File: config.mk
export PLATFORM = sky130hd
export DESIGN_NAME = pe_inst_arbiter
export DESIGN_NICKNAME = d
export VERILOG_FILES = /design/src/rtl/pe_inst_arbiter_pkg.sv /design/src/rtl/pe_inst_arbiter_rr_pick.sv /design/src/rtl/pe_inst_arbiter.sv
export SDC_FILE = /design/constraint.sdc
export NUM_CORES = 1
export LEC_CHECK = 0
export BUFFER_PORTS_ARGS = -buffer_cell sky130_fd_sc_hd__buf_4
export CAP_MARGIN = 25
export CORE_UTILIZATION = 48
export CTS_BUF_LIST = sky130_fd_sc_hd__clkbuf_8 sky130_fd_sc_hd__clkbuf_16
export DETAILED_ROUTE_END_ITERATION = 12
export HOLD_SLACK_MARGIN = 0.05
export PLACE_DENSITY_LB_ADDON = 0.15
export SLEW_MARGIN = 5
export SYNTH_ARGS = -nofsm -noshare
export SYNTH_HDL_FRONTEND = slang
export SYNTH_SLANG_ARGS = --single-unit
File: constraint.sdc
create_clock -name clk -period 4 [get_ports clk]
set_clock_uncertainty 0.2 [all_clocks]
set_input_delay 0.4 -clock clk [delete_from_list [all_inputs] [get_ports clk]]
set_output_delay 0.4 -clock clk [all_outputs]
set_load 0.02 [all_outputs]
File: src/rtl/pe_inst_arbiter_pkg.sv
// Shared packet layout and arbiter state encoding for the PE instruction arbiter.
// Packets are {content[13:0], pe_node[3:0]}; the type bit and filter row sit inside content.
package inst_arb_pkg;

    localparam int PKT_W       = 18;
    localparam int PE_NODE_LSB = 0;
    localparam int PE_NODE_MSB = 3;
    localparam int TYPE_BIT    = 4;
    localparam int ROW_LSB     = 5;
    localparam int ROW_MSB     = 7;

    typedef enum logic {
        IDLE   = 1'b0,
        LOCKED = 1'b1
    } arb_state_t;

    typedef logic [PKT_W-1:0] inst_pkt_t;

endpackage

File: src/rtl/pe_inst_arbiter_rr_pick.sv
// Combinational round-robin picker: the first eligible index at or after ptr,
// wrapping modulo N, wins.
module rr_pick #(
    parameter  int N  = 4,
    localparam int IW = (N > 1) ? $clog2(N) : 1
) (
    input  logic [N-1:0]  eligible,
    input  logic [IW-1:0] ptr,
    output logic [N-1:0]  gnt,
    output logic [IW-1:0] idx,
    output logic          any
);

    always_comb begin
        int j;
        gnt = '0;
        idx = '0;
        any = 1'b0;
        j   = 0;
        for (int k = 0; k < N; k++) begin
            j = int'(ptr) + k;
            if (j >= N) j = j - N;
            if (!any && eligible[j]) begin
                any    = 1'b1;
                gnt[j] = 1'b1;
                idx    = IW'(j);
            end
        end
    end

endmodule

File: src/rtl/pe_inst_arbiter.sv
// Round-robin merge of per-PE instruction FIFOs into one registered injection port.
// A filter sequence locks the grant to its requester until the last filter row leaves.
module pe_inst_arbiter #(
    parameter int N_REQ       = 4,
    parameter int PKT_W       = 18,
    parameter int FILTER_ROWS = 5
) (
    input  logic                   clk,
    input  logic                   rst_n,
    input  logic [N_REQ-1:0]       req_valid,
    input  logic [N_REQ*PKT_W-1:0] req_data,
    output logic [N_REQ-1:0]       req_ready,
    output logic                   out_valid,
    output logic [PKT_W-1:0]       out_data,
    input  logic                   out_ready,
    output logic                   locked,
    output logic                   err_node
);
    import inst_arb_pkg::*;

    localparam int IW    = (N_REQ > 1) ? $clog2(N_REQ) : 1;
    localparam int ROW_W = ROW_MSB - ROW_LSB + 1;
    localparam int NODE_W = PE_NODE_MSB - PE_NODE_LSB + 1;
    localparam logic [ROW_W-1:0] LAST_ROW = ROW_W'(FILTER_ROWS - 1);
    localparam logic [IW-1:0]    LAST_IDX = IW'(N_REQ - 1);

    arb_state_t        state_reg, state_next;
    logic [IW-1:0]     rr_ptr_reg, rr_ptr_next;
    logic [IW-1:0]     lock_id_reg, lock_id_next;
    logic              out_valid_reg, out_valid_next;
    logic [PKT_W-1:0]  out_data_reg, out_data_next;
    logic              err_node_reg, err_node_next;

    logic [PKT_W-1:0]  req_pkt [N_REQ];
    logic [N_REQ-1:0]  eligible;
    logic [N_REQ-1:0]  gnt;
    logic [IW-1:0]     gnt_idx;
    logic              gnt_any;
    logic              load_en;
    logic              accept;
    logic [PKT_W-1:0]  acc_pkt;
    logic              acc_filter;
    logic              acc_last_row;
    logic [IW-1:0]     gnt_idx_inc;

    for (genvar gi = 0; gi < N_REQ; gi++) begin : g_unpack
        assign req_pkt[gi] = req_data[gi*PKT_W +: PKT_W];
    end

    // While locked, only the lock owner may win, and only when it actually has data.
    always_comb begin
        eligible = '0;
        if (state_reg == IDLE) begin
            eligible = req_valid;
        end else begin
            eligible[lock_id_reg] = req_valid[lock_id_reg];
        end
    end

    rr_pick #(.N(N_REQ)) u_pick (
        .eligible (eligible),
        .ptr      (rr_ptr_reg),
        .gnt      (gnt),
        .idx      (gnt_idx),
        .any      (gnt_any)
    );

    // rst_n gates the handshake so nothing is accepted while reset is held.
    assign load_en   = !out_valid_reg || out_ready;
    assign accept    = gnt_any && load_en && rst_n;
    assign req_ready = gnt & {N_REQ{accept}};

    assign acc_pkt      = req_pkt[gnt_idx];
    assign acc_filter   = acc_pkt[TYPE_BIT];
    assign acc_last_row = (acc_pkt[ROW_MSB:ROW_LSB] == LAST_ROW);
    assign gnt_idx_inc  = (gnt_idx == LAST_IDX) ? '0 : gnt_idx + 1'b1;

    always_comb begin
        state_next     = state_reg;
        rr_ptr_next    = rr_ptr_reg;
        lock_id_next   = lock_id_reg;
        out_valid_next = out_valid_reg;
        out_data_next  = out_data_reg;
        err_node_next  = err_node_reg;
        if (accept) begin
            out_data_next  = acc_pkt;
            out_valid_next = 1'b1;
            if (acc_pkt[PE_NODE_MSB:PE_NODE_LSB] != NODE_W'(gnt_idx)) begin
                err_node_next = 1'b1;
            end
            case (state_reg)
                IDLE: begin
                    if (acc_filter && !acc_last_row) begin
                        state_next   = LOCKED;
                        lock_id_next = gnt_idx;
                    end else begin
                        rr_ptr_next = gnt_idx_inc;
                    end
                end
                LOCKED: begin
                    if (acc_filter && acc_last_row) begin
                        state_next  = IDLE;
                        rr_ptr_next = gnt_idx_inc;
                    end
                end
                default: state_next = IDLE;
            endcase
        end else if (out_ready) begin
            out_valid_next = 1'b0;
        end
    end

    always_ff @(posedge clk or negedge rst_n) begin
        if (!rst_n) begin
            state_reg     <= IDLE;
            rr_ptr_reg    <= '0;
            lock_id_reg   <= '0;
            out_valid_reg <= 1'b0;
            out_data_reg  <= '0;
            err_node_reg  <= 1'b0;
        end else begin
            state_reg     <= state_next;
            rr_ptr_reg    <= rr_ptr_next;
            lock_id_reg   <= lock_id_next;
            out_valid_reg <= out_valid_next;
            out_data_reg  <= out_data_next;
            err_node_reg  <= err_node_next;
        end
    end

    assign out_valid = out_valid_reg;
    assign out_data  = out_data_reg;
    assign locked    = (state_reg == LOCKED);
    assign err_node  = err_node_reg;

endmodule

==> results.ini <==
[outcome]
status = finished clean

[power_and_ir_drop]
fin_total_pwr_mw = 3.11
power_density_nw_per_um2 = 964
vdd_drop_max_mv = 0.949
power.leakage_nw = 1.59

[timing]
rsz0062_at_grt = false
worst_pin_slew_ps = 787
post-route-period-util_pct = 94.2
fin_crit_ps = 3770
setup_ws_ps = 233
slew_headroom_pct = 47.2
slew_viol_final = 0
hold_slack_ps = 189
finalSetupViolCount = 0
fmax_mhz = 265
hold_viol = 0
final.setup.tns_ps = 0

[floorplan]
dieArea_sq_um = 5160
die_w_um = 71.9
initial_core_util_pct = 49.6
io_pins = 104
die_y_um = 71.9
core-area_sq_um = 4720
placementRows = 25

[detailed_routing]
wl_met3_um = 364
viasPerCell = 5.49
vias = 2397
topRoutingLayerUsed = met4
route.met2.wl_mm = 2.91
avgRoutedWirePerCell_um = 13.9
drt_iter0_markers = 115
first_pass_iters = 4
drc_errors = 0
m1WireLength_mm = 2.75
wl_mm = 6.08
ant_nets = 0

[yosys]
yosys.area.top_type_share_pct = 26.7
yosys.area.top_type = dfrtp_1
synthesis.area_sq_um = 2340
synthTopCellsByCount = 47 x nand2_1, 25 x dfrtp_1, 23 x o21ai_1
synth.distinct_cells = 48
ys_warn_count = 0
syn-instance-count = 271
synth_seq_area_share_pct = 26.7
ys_ff_latch = 25
synth_nets = 358
synthArstFlopShare_pct = 100
synth.area.top_cells = dfrtp_1 27%, mux2i_1 9.4%, nand2_1 7.5%
synth_edf_count = 0
yosysMostFrequentCell = nand2_1
avgSynthCellArea_sq_um = 8.64
synthFlopType = dfrtp_1

[worst_setup_path]
r2r_cells = 12
cp_data_required_time_ps = 3960
slowest_delay_ps = 530
path_class = reg2reg
path_buf_inv = 2
regToRegSetupSlack_ps = 230
cp_cell_sequence = inv_1 > ha_1 > mux4_2 > nand2_1 > o311ai_2 > a21o_1 > a22oi_4 > buf_4 > mux2i_1 > mux2i_1 > o211a_1 > mux2_4
slowest_stage = ha_1
crit_family = multiplexers
cp.arrival_ps = 3730
r2r_end = rr_ptr_reg[0]$_DFFE_PN0P_
crit_fanout = 37
worst_setup_path_end_kind = flip-flop
critical_path.startpoint_type = flip-flop
r2r-start = rr_ptr_reg[1]$_DFFE_PN0P_
cpMostUsedCell = mux2i_1

[min_path]
hold_start = out_ready
hp-class = in2reg
hold_path_end = out_valid$_DFFE_PN0P_
min_delay_path_depth = 3

[cts]
clock_sinks = 25
ctsHoldBuffers = 1
cts_buffer_depth = 2
ctsHtreeMaxLevel = 1
cts_root_buf = clkbuf_8
cts_tree = built
post_cts_buffers = 0
clk_pin_slew_worst_paths_ps = 100
clk_latency_ps = 280
cts_repair_resize_count = 0
cts_buffers = 3

[layout]
nets = 458
post-route-cell-area_sq_um = 3230
fillers = 397
area_delta_synth_final_pct = 37.9
largest_reg_flops = 18
diodes = 0
drive_gt1_share_pct = 38.1

[run]
maxCapViolCount = 0

[place]
portBuffers = 103
gp_congestion = 0.858
place_hpwl_mm = 4.78
dp_slack_ps = 246
placed_cell_area_sq_um = 3170

[global_routing]
grt_max_degree = 38
first_global_vias = 2251
grt_pass1_wl_mm = 10.1
grt_use_total_pct = 24.6
antenna_found_initial = 0
gr-total-overflow = 0

[kinds of logic after synthesis]
logic type	after synthesis	share of synthesized area, %
compound gates	76	21.7
xor+xnor	1	0.374
fa+ha+maj	8	4.27
buf+inv	24	4.91
flops	25	26.7
mux	48	25.1
simple gates	89	16.9
[metal layers]
| layer | up-vias | track usage [%] |
|---|---|---|
| met5 | - | 0 |
| met2 | 89 | 40.8 |
| met1 | 1108 | 33.2 |
| met3 | 8 | 4.78 |
| li1 | 1192 | - |
| met4 | 0 | 5.88 |
[through the flow]
step / std cells / utilization, %
2_1_floorplan: 271 / -
5_1_grt: 437 / 68.4
4_1_cts: 437 / 68.4
6_report: 437 / 68.4
3_3_place_gp: 432 / 67.1
3_5_place_dp: 432 / 67.1
[worst max path at each step]
stage | start | to | slack, ps | cells after the start
floorplan | rr_ptr_reg[1]$_DFFE_PN0P_ | rr_ptr_reg[0]$_DFFE_PN0P_ | 430 | 11
global placement | rr_ptr_reg[1]$_DFFE_PN0P_ | rr_ptr_reg[0]$_DFFE_PN0P_ | 390 | 12
detailed placement | rr_ptr_reg[1]$_DFFE_PN0P_ | rr_ptr_reg[0]$_DFFE_PN0P_ | 250 | 12
CTS | rr_ptr_reg[1]$_DFFE_PN0P_ | rr_ptr_reg[0]$_DFFE_PN0P_ | 200 | 12
global route | rr_ptr_reg[1]$_DFFE_PN0P_ | rr_ptr_reg[0]$_DFFE_PN0P_ | 9 | 12
finish | rr_ptr_reg[1]$_DFFE_PN0P_ | rr_ptr_reg[0]$_DFFE_PN0P_ | 230 | 12
[cell type report]
type                    instances  area, sq um  share of cell area (%)
multi-input cells             222         1600                    49.6
repair buffers                112          843                    26.1
flip-flops and latches         25          626                    19.4
well taps                      67         83.8                    2.60
clock buffers                   3         41.3                    1.28
inverters                       7         26.3                   0.814
clock inverters                 1         7.51                   0.232
[where the power goes]
part	internal [mW]	switching, mW
sequential	0.380	0.0945
combinational	1.11	1.37
clock	0.0708	0.0878
total	1.56	1.56
[worst min-delay path: stages]
cell	delay, ps
buf_4	80
nand2b_1	110
nand2_1	50
[cell usage in the layout (no fill, tap or decap), types with 2 or more instances in the layout]
cell | synthesis | final
clkbuf_8 | 0 | 3
a22oi_1 | 4 | 4
buf_4 | 5 | 111
dfrtp_1 | 25 | 25
nor3_1 | 6 | 6
a31oi_1 | 2 | 2
and2_1 | 2 | 2
o21ai_1 | 23 | 23
o21ai_0 | 20 | 20
nor2_1 | 17 | 17
inv_1 | 6 | 6
and3_1 | 4 | 4
mux2_2 | 14 | 14
a221oi_1 | 5 | 5
mux4_2 | 5 | 5
mux2_1 | 5 | 5
nand2b_1 | 6 | 6
mux2i_1 | 22 | 22
nand2_1 | 47 | 47
nor3b_1 | 2 | 2
nand3b_1 | 2 | 2
ha_1 | 8 | 8
a21oi_1 | 5 | 5
(Power assumes the default switching activity.)
